==> src/rtl/gf_div_seq.sv <==
// Sequential GF(2^M) divider: q = a * b^(2^M-2) by iterated square-and-multiply,
// one division in flight, valid/ready handshake on both sides.
module gf_div_seq #(
  parameter int unsigned M_P    = 8,
  parameter logic [M_P:0] POLY_P = 9'h11B
) (
  input  logic           clk,
  input  logic           rst,
  input  logic           ing_valid,
  output logic           ing_ready,
  input  logic [M_P-1:0] ing_dividend,
  input  logic [M_P-1:0] ing_divisor,
  output logic           egr_valid,
  input  logic           egr_ready,
  output logic [M_P-1:0] egr_quotient,
  output logic           egr_div_by_zero
);

  localparam int unsigned CNT_W = (M_P > 2) ? $clog2(M_P) : 1;
  localparam logic [CNT_W-1:0] CNT_LAST = CNT_W'(M_P - 2);

  typedef enum logic [1:0] {
    ST_IDLE,
    ST_COMPUTE,
    ST_OUTPUT
  } state_t;

  state_t           state_q, state_d;
  logic [M_P-1:0]   acc_q, acc_d;
  logic [M_P-1:0]   sq_q, sq_d;
  logic [CNT_W-1:0] cnt_q, cnt_d;
  logic             ing_ready_q, ing_ready_d;
  logic             egr_valid_q, egr_valid_d;
  logic [M_P-1:0]   quo_q, quo_d;
  logic             dbz_q, dbz_d;
  logic [M_P-1:0]   prod;

  // Shift-and-add multiply; the running multiplicand is reduced as it is doubled.
  function automatic logic [M_P-1:0] gf_mul(input logic [M_P-1:0] x, input logic [M_P-1:0] y);
    logic [M_P-1:0] p;
    logic [M_P-1:0] t;
    p = '0;
    t = x;
    for (int unsigned i = 0; i < M_P; i++) begin
      if (y[i]) p = p ^ t;
      t = t[M_P-1] ? ((t << 1) ^ POLY_P[M_P-1:0]) : (t << 1);
    end
    return p;
  endfunction

  assign prod = gf_mul(acc_q, sq_q);

  always_comb begin
    state_d     = state_q;
    acc_d       = acc_q;
    sq_d        = sq_q;
    cnt_d       = cnt_q;
    ing_ready_d = ing_ready_q;
    egr_valid_d = egr_valid_q;
    quo_d       = quo_q;
    dbz_d       = dbz_q;
    case (state_q)
      ST_IDLE: begin
        if (ing_valid && ing_ready_q) begin
          ing_ready_d = 1'b0;
          if (ing_divisor == '0) begin
            state_d     = ST_OUTPUT;
            quo_d       = '0;
            dbz_d       = 1'b1;
            egr_valid_d = 1'b1;
          end else begin
            state_d = ST_COMPUTE;
            acc_d   = ing_dividend;
            sq_d    = gf_mul(ing_divisor, ing_divisor);
            cnt_d   = '0;
          end
        end
      end
      ST_COMPUTE: begin
        acc_d = prod;
        sq_d  = gf_mul(sq_q, sq_q);
        cnt_d = cnt_q + CNT_W'(1);
        // Multiply number M_P-1 completes the inverse exponent 2+4+..+2^(M_P-1).
        if (cnt_q == CNT_LAST) begin
          state_d     = ST_OUTPUT;
          quo_d       = prod;
          dbz_d       = 1'b0;
          egr_valid_d = 1'b1;
        end
      end
      ST_OUTPUT: begin
        if (egr_ready) begin
          state_d     = ST_IDLE;
          egr_valid_d = 1'b0;
          ing_ready_d = 1'b1;
        end
      end
      default: begin
        state_d     = ST_IDLE;
        ing_ready_d = 1'b1;
        egr_valid_d = 1'b0;
      end
    endcase
  end

  always_ff @(posedge clk or posedge rst) begin
    if (rst) begin
      state_q     <= ST_IDLE;
      acc_q       <= '0;
      sq_q        <= '0;
      cnt_q       <= '0;
      ing_ready_q <= 1'b1;
      egr_valid_q <= 1'b0;
      quo_q       <= '0;
      dbz_q       <= 1'b0;
    end else begin
      state_q     <= state_d;
      acc_q       <= acc_d;
      sq_q        <= sq_d;
      cnt_q       <= cnt_d;
      ing_ready_q <= ing_ready_d;
      egr_valid_q <= egr_valid_d;
      quo_q       <= quo_d;
      dbz_q       <= dbz_d;
    end
  end

  assign ing_ready       = ing_ready_q;
  assign egr_valid       = egr_valid_q;
  assign egr_quotient    = quo_q;
  assign egr_div_by_zero = dbz_q;

endmodule
==> config.mk <==
export PLATFORM = sky130hd
export DESIGN_NAME = gf_div_seq
export DESIGN_NICKNAME = d
export VERILOG_FILES = /design/src/rtl/gf_div_seq.sv
export SDC_FILE = /design/constraint.sdc
export NUM_CORES = 1
export LEC_CHECK = 0
export CORE_ASPECT_RATIO = 1.5
export CORE_MARGIN = 1.5
export CORE_UTILIZATION = 65
export DETAILED_ROUTE_END_ITERATION = 10
export GPL_ROUTABILITY_DRIVEN = 1
export PLACE_DENSITY_LB_ADDON = 0.12
export SLEW_MARGIN = 5
export SYNTH_ARGS = -nofsm -noshare
export SYNTH_HDL_FRONTEND = slang
export SYNTH_SLANG_ARGS = --single-unit
==> constraint.sdc <==
create_clock -name clk -period 3.2 [get_ports clk]
set_input_delay 0.64 -clock clk [delete_from_list [all_inputs] [get_ports clk]]
set_output_delay 0.64 -clock clk [all_outputs]
set_load 0.02 [all_outputs]
==> After elaboration in Yosys (flattened, before gate mapping) <==
Index checks and enable logic that the tools add are counted.
{ "op_classes": {"n_lt_le_gt_ge": 0, "bitwise_logic": 43, "shift": 0, "mul": 0, "add_sub_neg": 1, "n_reduce_logical": 9, "n_mux": 101, "div_mod_pow": 0, "n_eq_ne": 8} }
{ "ops": {"columns": ["operator", "count"], "rows": [
  ["two-way mux 8 bit", 59],
  ["XOR 8 bit", 21],
  ["two-way mux 5 bit", 21],
  ["inverter 4 bit", 21],
  ["case mux 8 bit (2 select lines)", 3],
  ["inequality test 2 bit (second input constant)", 5],
  ["AND reduction 3 bit", 3],
  ["logical NOT 8 bit", 1],
  ["two-way mux 2 bit", 4],
  ["AND reduction 4 bit", 2],
  ["two-way mux 1 bit", 7],
  ["two-way mux 3 bit", 2],
  ["case mux 1 bit (3 select lines)", 2],
  ["case mux 2 bit (3 select lines)", 1],
  ["case mux 3 bit (2 select lines)", 1],
  ["adder 3 x 1 -> 3 bit (second input constant)", 1],
  ["equality test 3 bit (second input constant)", 1],
  ["equality test 2 x 1 -> 1 bit (second input constant)", 1],
  ["equality test 2 bit (second input constant)", 1],
  ["logical NOT 2 bit", 1],
  ["case mux 1 bit (2 select lines)", 1],
  ["nonzero test 2 bit", 1],
  ["logical AND 1 bit", 1],
  ["inverter 1 bit", 1]
]} }
{ "totals": {"elab_cells": 170, "latch_bits": 0, "ff_bits": 32, "n_memories": 0, "in_bits": 20, "out_inout_bits": 11, "mem_bits_ro": 0, "ramBits": 0} }

==> Logic depth before layout (Yosys ltp) <==
Gate-level depths: netlist (run 1).
{ "logic_depth": {"word_depth": 39, "depth_mapped": 11, "depth_no_buf": 9} }

==> Worst setup path before layout (run 1) <==
Ideal clock, no wire load.
{ "synth_timing": {"path_kind": "input to register", "from": "in ing_divisor[5]", "to": "reg sq_q[4]", "slack_ns": 0.365, "arrival_time_ns": 2.709, "path_buffers": 1, "t_required_ns": 3.074, "setup_time_ns": 0.126, "stages": 10, "cell_sequence": "clkbuf_1 > inv_2 > ha_1 > xor2_1 > xnor2_1 > nand2_1 > xnor3_1 > xnor2_1 > xnor2_1 > a221o_1"} }
{ "synth_between": {"elab_chain_len": 26, "elab_cells_between_ends": 37, "cone_classes": "eq/ne (1); mux (25); bitwise (9); reduce/logical (2)"} }
{ "synth_lines": {"columns": ["item", "line", "text"], "rows": [
  ["start, declared", "12", "input logic [M_P-1:0] ing_divisor,"],
  ["two-way mux 5 bit", "46", "t = t[M_P-1] ? ((t << 1) ^ POLY_P[M_P-1:0]) : (t << 1);"],
  ["XOR 8 bit", "45", "if (y[i]) p = p ^ t;"],
  ["two-way mux 8 bit", "45", null],
  ["two-way mux 8 bit", "66", "if (ing_divisor == '0) begin"],
  ["two-way mux 8 bit", "64", "if (ing_valid && ing_ready_q) begin"],
  ["two-way mux 8 bit", "62", "case (state_q)"],
  ["XOR 8 bit", "45", null],
  ["two-way mux 8 bit", "45", null],
  ["[... 10 more ...]", null, null],
  ["two-way mux 8 bit", "66", null],
  ["two-way mux 8 bit", "64", null],
  ["two-way mux 8 bit", "62", null],
  ["XOR 8 bit", "45", null],
  ["two-way mux 8 bit", "45", null],
  ["two-way mux 8 bit", "66", null],
  ["two-way mux 8 bit", "64", null],
  ["case mux 8 bit (2 select lines)", "62", null],
  ["end signal, assigned", "119", "sq_q <= sq_d;"],
  ["end, declared", "30", "logic [M_P-1:0] sq_q, sq_d;"]
]} }
Several ways; a longest one is shown, not always the timed one. The select of a mux whose other input is x is not followed.
A chain may end at the register's enable or synchronous reset.

==> Worst setup path after layout (run 1) <==
{ "layout_timing": {"from": "in ing_divisor[7]", "to": "reg sq_q[4]"} }
{ "layout_between": {"elab_chain_len": 36, "elab_cells_between_ends": 51, "cone_classes": "eq/ne (1); mux (35); bitwise (13); reduce/logical (2)"} }
{ "layout_lines": {"columns": ["item", "line"], "rows": [
  ["two-way mux 5 bit", "46"],
  ["XOR 8 bit", "45"],
  ["two-way mux 8 bit", "45"],
  ["two-way mux 8 bit", "66"],
  ["two-way mux 8 bit", "64"],
  ["two-way mux 8 bit", "62"],
  ["XOR 8 bit", "45"],
  ["two-way mux 8 bit", "45"],
  ["[... 20 more ...]", null],
  ["two-way mux 8 bit", "66"],
  ["two-way mux 8 bit", "64"],
  ["two-way mux 8 bit", "62"],
  ["XOR 8 bit", "45"],
  ["two-way mux 8 bit", "45"],
  ["two-way mux 8 bit", "66"],
  ["two-way mux 8 bit", "64"],
  ["case mux 8 bit (2 select lines)", "62"]
]} }
Several ways; a longest one is shown, not always the timed one. The select of a mux whose other input is x is not followed.

==> run_results.csv, run 1 <==
group,metric,value,unit
worst_hold_path,hold_path_class,"flip-flop to flip-flop",
timing,setup_violators_final,0,
clocking,hold_buffers,0,
clocking,post_cts.repair.setup_buffers,0,
timing,max_slew_margin,39.6,%
timing,finClkSkew,8.65,ps
timing,hold_ws,485,ps
timing,hold_violation_count_in_the_final_report,0,
floorplan,die-height,101,um
floorplan,rows,35,
route,via_count,3704,
route,initial_drc_count,179,
place,place.detailed.hpwl,7.37,mm
yosys,yosysWarningCount,0,
global_route,via_count_of_the_first_global_routing_pass,3525,
route,highest_layer,"met4",
critical_path,crit_path_start_kind,"input pin",
clocking,insertion_delay,290,ps
worst_hold_path,min_delay_path_depth,2,
clocking,cts_tree,"built",
clocking,cts.sinks,32,
layout,layout.nets,582,
critical_path,critical_path_arrival,3030,ps
place,numPlacedInstances,623,
global_route,grt_overflow_total,0,
yosys,synth_commonest_cells,"sky130_fd_sc_hd__xnor2_1 (103), sky130_fd_sc_hd__nand2_1 (100), sky130_fd_sc_hd__xor2_1 (49)",
route,number_of_drc_violations_after_detailed_routing,0,
floorplan,chipWidth,68.5,um
critical_path,critPathRequiredTime,3360,ps
timing,post-route-min-period,2860,ps
timing,final.period_utilization,89.4,%
floorplan,ios,31,
clocking,clockRootBuffer,"sky130_fd_sc_hd__clkbuf_8",
yosys,synth_enable_flop_cells,0,
status,run_status,"finished clean",
yosys,synthesis.instances,546,
timing,timing.fmax,0.349,GHz
route,detail_route.wirelength.met1,4.00,mm
route,finalWirelength,9.78,mm
layout,diodes,0,
yosys,synth-seq-area-share,19.2,%
place,port_buffers,30,
timing,grt_setup_unrepaired,"no",
timing,summed_negative_setup_slack_over_all_endpoints,0,ps
layout,final_instance_count_excl_fillers,631,
critical_path,worst-setup-path-type,"input pin to flip-flop",
yosys,post_synth_num_cell_types,57,
timing,slew_violations,0,
place,gpl_wtd_cong,0.934,
global_route,grt_use_total,30.0,%
clocking,post_cts.resized_instances,0,
global_route,grt_pass1_wl,16.2,mm
yosys,yosys.area.top_type,"sky130_fd_sc_hd__xnor2_1",
route,detail_route.wl_per_cell,15.5,um
clocking,cts_buffers,5,
clocking,h-tree-depth,2,
yosys,postSynthAreaPerCell,7.67,um2
yosys,synthesized_flop_and_latch_total,32,
yosys,async_flop_share,100,%
yosys,netlist.area_leader.share,21.5,%
layout,post_route_cells_drive_above_1_share,7.36,%
floorplan,floorplan.die_area,0.00694,mm2
global_route,grt_max_degree,33,
route,routed_via_density,5.87,
yosys,synthesis.nets,572,
route,met2_length,5.13,mm
critical_path,crit_path_end_kind,"flip-flop",
critical_path,critical_path_peak_fanout,4,
route,met3WireLength,359,um
clocking,worst_setup_hold_path_clk_slew,70,ps
route,detail-route-antenna-nets,0,
timing,timing_worst_slew_pin_value,906,ps
yosys,synthesized_area,0.00419,mm2
critical_path,reg2regPathDepth,7,
job,timing.max_cap.violations,0,
yosys,post-synth-top-count-cell,"sky130_fd_sc_hd__xnor2_1",
yosys,ys_dominant_reg_cell,"sky130_fd_sc_hd__dfrtp_1",
layout,syn2layout_area_growth,10.6,%
yosys,synth_area_leaders,"sky130_fd_sc_hd__xnor2_1 (22%), sky130_fd_sc_hd__dfrtp_1 (19%), sky130_fd_sc_hd__xor2_1 (10%)",
floorplan,core,0.00617,mm2
global_route,grt_antenna_before_repair,0,
floorplan,initial_core_util,67.8,%
route,drt_pass1_iterations,5,
clocking,clock_tree.buffer_depth,2,
cells in the final DEF (no fill, tap or decap), types with 2 or more instances in the layout:
| master | instances |
|---|---|
| sky130_fd_sc_hd__dfrtp_1 | 31 |
| sky130_fd_sc_hd__nand2b_1 | 6 |
| sky130_fd_sc_hd__clkdlybuf4s50_1 | 30 |
| sky130_fd_sc_hd__and3_1 | 5 |
| sky130_fd_sc_hd__xnor2_2 | 3 |
| sky130_fd_sc_hd__and2_1 | 2 |
| sky130_fd_sc_hd__nand3_1 | 13 |
| sky130_fd_sc_hd__a31oi_1 | 4 |
| sky130_fd_sc_hd__a211oi_1 | 4 |
| sky130_fd_sc_hd__clkbuf_8 | 5 |
| sky130_fd_sc_hd__a22oi_1 | 10 |
| sky130_fd_sc_hd__nor2_1 | 28 |
| sky130_fd_sc_hd__inv_1 | 9 |
| sky130_fd_sc_hd__inv_2 | 3 |
| sky130_fd_sc_hd__nor2b_1 | 10 |
| sky130_fd_sc_hd__mux2i_1 | 10 |
| sky130_fd_sc_hd__o21ai_0 | 14 |
| sky130_fd_sc_hd__o221ai_1 | 3 |
| sky130_fd_sc_hd__a22o_1 | 2 |
| sky130_fd_sc_hd__xnor3_1 | 4 |
| sky130_fd_sc_hd__o21ai_1 | 8 |
| sky130_fd_sc_hd__ha_1 | 6 |
| sky130_fd_sc_hd__a221o_1 | 2 |
| sky130_fd_sc_hd__xor2_1 | 49 |
| sky130_fd_sc_hd__buf_4 | 22 |
| sky130_fd_sc_hd__xnor2_1 | 103 |
| sky130_fd_sc_hd__o31ai_1 | 5 |
| sky130_fd_sc_hd__a21oi_1 | 29 |
| sky130_fd_sc_hd__a221oi_1 | 3 |
| sky130_fd_sc_hd__o22ai_1 | 7 |
| sky130_fd_sc_hd__nand2_1 | 100 |
path summary, 6_finish.rpt:
kind | endpoint | from | slack (ps)
worst max-delay path | sq_q[4] | ing_divisor[7] | 340
max in group asynchronous | ing_ready | rst | 2150
worst max register to register | acc_q[3] | acc_q[6] | 630
worst min-delay path | egr_valid | egr_valid | 490
worst min register to register | egr_valid | egr_valid | 490
min in group asynchronous | egr_valid | rst | 730
cell type report:
class	count	area, um2
Tap cell	74	92.6
Clock inverter	3	42.5
Multi-Input combinational cell	452	3110
Clock buffer	5	68.8
Inverter	13	48.8
Timing Repair Buffer	52	465
Fill cell	491	1550
Sequential cell	32	802
sequential cells by signal, indices dropped and copies added (netlist names):
register and cells:
egr_valid 1, sq_q 8, acc_q 8, egr_quotient 8, ing_ready 1, cnt_q 3, state_q 2, egr_div_by_zero 1
routing by layer:
layer	vias up	GRT usage [%]
met1	1763	35.9
met3	21	2.78
met5	-	0
met2	90	53.4
met4	0	12.3
li1	1830	-
worst max-delay path, stage by stage:
cell                              delay, ps
sky130_fd_sc_hd__clkdlybuf4s50_1        540
sky130_fd_sc_hd__inv_1                  120
sky130_fd_sc_hd__ha_1                   330
sky130_fd_sc_hd__xnor2_2                220
sky130_fd_sc_hd__xnor2_1                180
sky130_fd_sc_hd__a221oi_1               320
sky130_fd_sc_hd__a21oi_1                 70
sky130_fd_sc_hd__a31oi_1                180
sky130_fd_sc_hd__xnor2_1                100
sky130_fd_sc_hd__a221o_1                310
metrics by stage:
| step | worst slack [ps] | util (%) | cell area [um2] |
|---|---|---|---|
| final | 339 | 75.0 | 4630 |
| after global routing | 177 | 75.0 | 4630 |
| after global placement | 202 | 73.2 | 4520 |
| after CTS | 370 | 75.0 | 4630 |
| after detailed placement | 76.5 | 73.2 | 4520 |
| after floorplan | 365 | - | 4190 |
cell families after synthesis:
group                      synth area share [%]
adders and majority gates                  1.79
buffers and inverters                      6.57
xor gates and xnor gates                   36.7
AOI/OAI and AO/OA                          15.6
muxes                                      2.39
and+or+nand+nor                            17.8
DFF                                        19.2
Power of run 1 is not shown: default switching activity piles up to over one toggle a cycle in this logic, so the estimate is an artifact.
==> run 2, diff against run 1 <==
--- a/config.mk
+++ b/config.mk
@@ -10,7 +10,7 @@
 export CORE_UTILIZATION = 65
 export DETAILED_ROUTE_END_ITERATION = 10
 export GPL_ROUTABILITY_DRIVEN = 1
-export PLACE_DENSITY_LB_ADDON = 0.12
+export PLACE_DENSITY = 0.92
 export SLEW_MARGIN = 5
 export SYNTH_ARGS = -nofsm -noshare
 export SYNTH_HDL_FRONTEND = slang
==> constraint.sdc (replaced) <==
create_clock -name clk -period 3.2 [get_ports clk]
set_input_delay 0.64 -clock clk [delete_from_list [all_inputs] [get_ports clk]]
set_output_delay 0.64 -clock clk [all_outputs]
set_load 0.05 [all_outputs]
==> run 2 against run 1 <==
Via count up 4.5%. Flip-flop and latch count stayed put. First-iteration DRC count increased by 43%. Sequential share of layout area fell by 0.070 points. Worst setup slack gained 78 ps. Critical path depth stayed put. Maximum frequency rose by 2.8%. Die area unchanged. Core utilization is 0.30 points higher. Non-clock buffer count increased by 3. Largest cell class unchanged.
==> run_results.csv, run 2 (synthesized netlist as in run 1, its figures left out) <==
group,metric,value,unit
layout,layout.nets,585,
route,detail_route.wl_per_cell,16.4,um
worst_hold_path,min_from,"egr_valid",
timing,summed_negative_setup_slack_over_all_endpoints,0,ps
route,highest_layer,"met4",
clocking,h-tree-depth,2,
route,met2_length,5.51,mm
place,port_buffers,30,
critical_path,critPathTopFamily,"XOR/XNOR gates",
timing,hold_violation_count_in_the_final_report,0,
critical_path,critical_path_peak_fanout,2,
floorplan,die-height,101,um
job,timing.max_cap.violations,0,
clocking,cts.sinks,32,
layout,diodes,0,
critical_path,critical_path_arrival,2960,ps
worst_hold_path,whs_endpoint,"egr_valid",
worst_hold_path,min_delay_path_depth,2,
critical_path,reg2regPathDepth,7,
global_route,grt_overflow_total,0,
timing,finClkSkew,4.51,ps
timing,slew_violations,0,
global_route,grt_antenna_before_repair,0,
floorplan,floorplan.die_area,0.00694,mm2
floorplan,core,0.00617,mm2
route,detail-route-antenna-nets,0,
layout,syn2layout_area_growth,11.0,%
route,met3WireLength,533,um
floorplan,ios,31,
route,detail_route.wirelength.met1,4.00,mm
layout,commonest_cells_after_routing_fill_and_taps_aside,"sky130_fd_sc_hd__xnor2_1 (103), sky130_fd_sc_hd__nand2_1 (100), sky130_fd_sc_hd__xor2_1 (49), sky130_fd_sc_hd__dfrtp_1 (31), sky130_fd_sc_hd__clkdlybuf4s50_1 (30)",
global_route,via_count_of_the_first_global_routing_pass,3835,
place,place.detailed.hpwl,7.58,mm
critical_path,rrSetupSlack,720,ps
floorplan,initial_core_util,67.8,%
route,drt_pass1_iterations,5,
critical_path,worst_r2r_endpoint,"egr_quotient[5]",
clocking,clock_tree.buffer_depth,2,
clocking,clockRootBuffer,"sky130_fd_sc_hd__clkbuf_8",
global_route,grt_pass1_wl,17.7,mm
clocking,insertion_delay,290,ps
timing,timing_worst_slew_pin_value,919,ps
critical_path,worst-setup-path-type,"input pin to flip-flop",
timing,grt_setup_unrepaired,"no",
critical_path,critPathRequiredTime,3370,ps
critical_path,crit_path_start_kind,"input pin",
route,via_count,3872,
critical_path,critical_path.max_stage_delay,470,ps
route,routed_via_density,6.11,
critical_path,crit_slowest_cell,"sky130_fd_sc_hd__clkdlybuf4s50_1",
route,finalWirelength,10.4,mm
critical_path,crit_chain,"clkdlybuf4s50_1 -> inv_1 -> ha_1 -> xor2_1 -> xnor2_1 -> nand2_1 -> xnor3_1 -> xnor2_1 -> xnor2_1 -> a221o_1",
clocking,worst_setup_hold_path_clk_slew,70,ps
route,initial_drc_count,256,
critical_path,crit_path_end_kind,"flip-flop",
layout,post_route_cells_drive_above_1_share,7.68,%
clocking,post_cts.repair.setup_buffers,0,
clocking,cts_buffers,5,
critical_path,critical_path.n_buffers_inverters,2,
layout,leading_cell_type_in_the_layout_fill_and_taps_excluded,"sky130_fd_sc_hd__xnor2_1",
timing,post-route-min-period,2780,ps
timing,timing.fmax,0.359,GHz
worst_hold_path,hold_path_class,"flip-flop to flip-flop",
global_route,grt_max_degree,33,
floorplan,rows,35,
global_route,grt_use_total,33.1,%
clocking,post_cts.resized_instances,0,
status,run_status,"finished clean",
floorplan,chipWidth,68.5,um
critical_path,r2r_start,"acc_q[7]",
critical_path,cp_common_cell,"sky130_fd_sc_hd__xnor2_1",
clocking,hold_buffers,0,
timing,final.period_utilization,87.0,%
timing,setup_violators_final,0,
critical_path,worstSetupPathDepth,10,
clocking,cts_tree,"built",
timing,max_slew_margin,38.7,%
place,gpl_wtd_cong,0.905,
route,number_of_drc_violations_after_detailed_routing,0,
==> run 2: per-stage QoR <==
stage,worst slack (ps),hold WS [ps],utilization [%],area [um2],cells
3_5_place_dp,117,472,73.5,4540,626
3_3_place_gp,201,459,73.5,4540,626
4_1_cts,409,488,75.3,4650,634
5_1_grt,205,515,75.3,4650,634
2_1_floorplan,365,467,-,4190,546
6_report,416,483,75.3,4650,634
==> run 2: how the worst max path moves through the flow <==
| stage | slack (ps) | start | to |
|---|---|---|---|
| 2_1_floorplan | 370 | ing_divisor[5] | sq_q[4] |
| 6_report | 420 | ing_divisor[4] | sq_q[4] |
| 3_5_place_dp | 120 | ing_divisor[4] | sq_q[4] |
| 4_1_cts | 410 | ing_divisor[4] | sq_q[4] |
| 5_1_grt | 200 | ing_divisor[7] | sq_q[4] |
| 3_3_place_gp | 200 | ing_divisor[4] | sq_q[4] |
==> run 2: final cells by class <==
| cell class | instances | area [um2] |
|---|---|---|
| inverter | 13 | 48.8 |
| clock inverter | 2 | 35.0 |
| multi-input combinational | 452 | 3110 |
| clock buffer | 6 | 72.6 |
| fill | 410 | 1530 |
| timing repair buffer | 55 | 488 |
| sequential | 32 | 802 |
| tap | 74 | 92.6 |
==> run 2: routing by layer <==
layer	GRT usage (%)	vias up
met5	0	-
met4	16.2	0
met3	3.56	39
met2	57.5	146
met1	39.4	1866
li1	-	1821
==> run 2: worst min-delay path, stage by stage (launching register included) <==
cell and delay (ps):
sky130_fd_sc_hd__dfrtp_1 340, sky130_fd_sc_hd__nand2_1 50, sky130_fd_sc_hd__nand2_1 60
Power of run 2 is left out for the same reason.
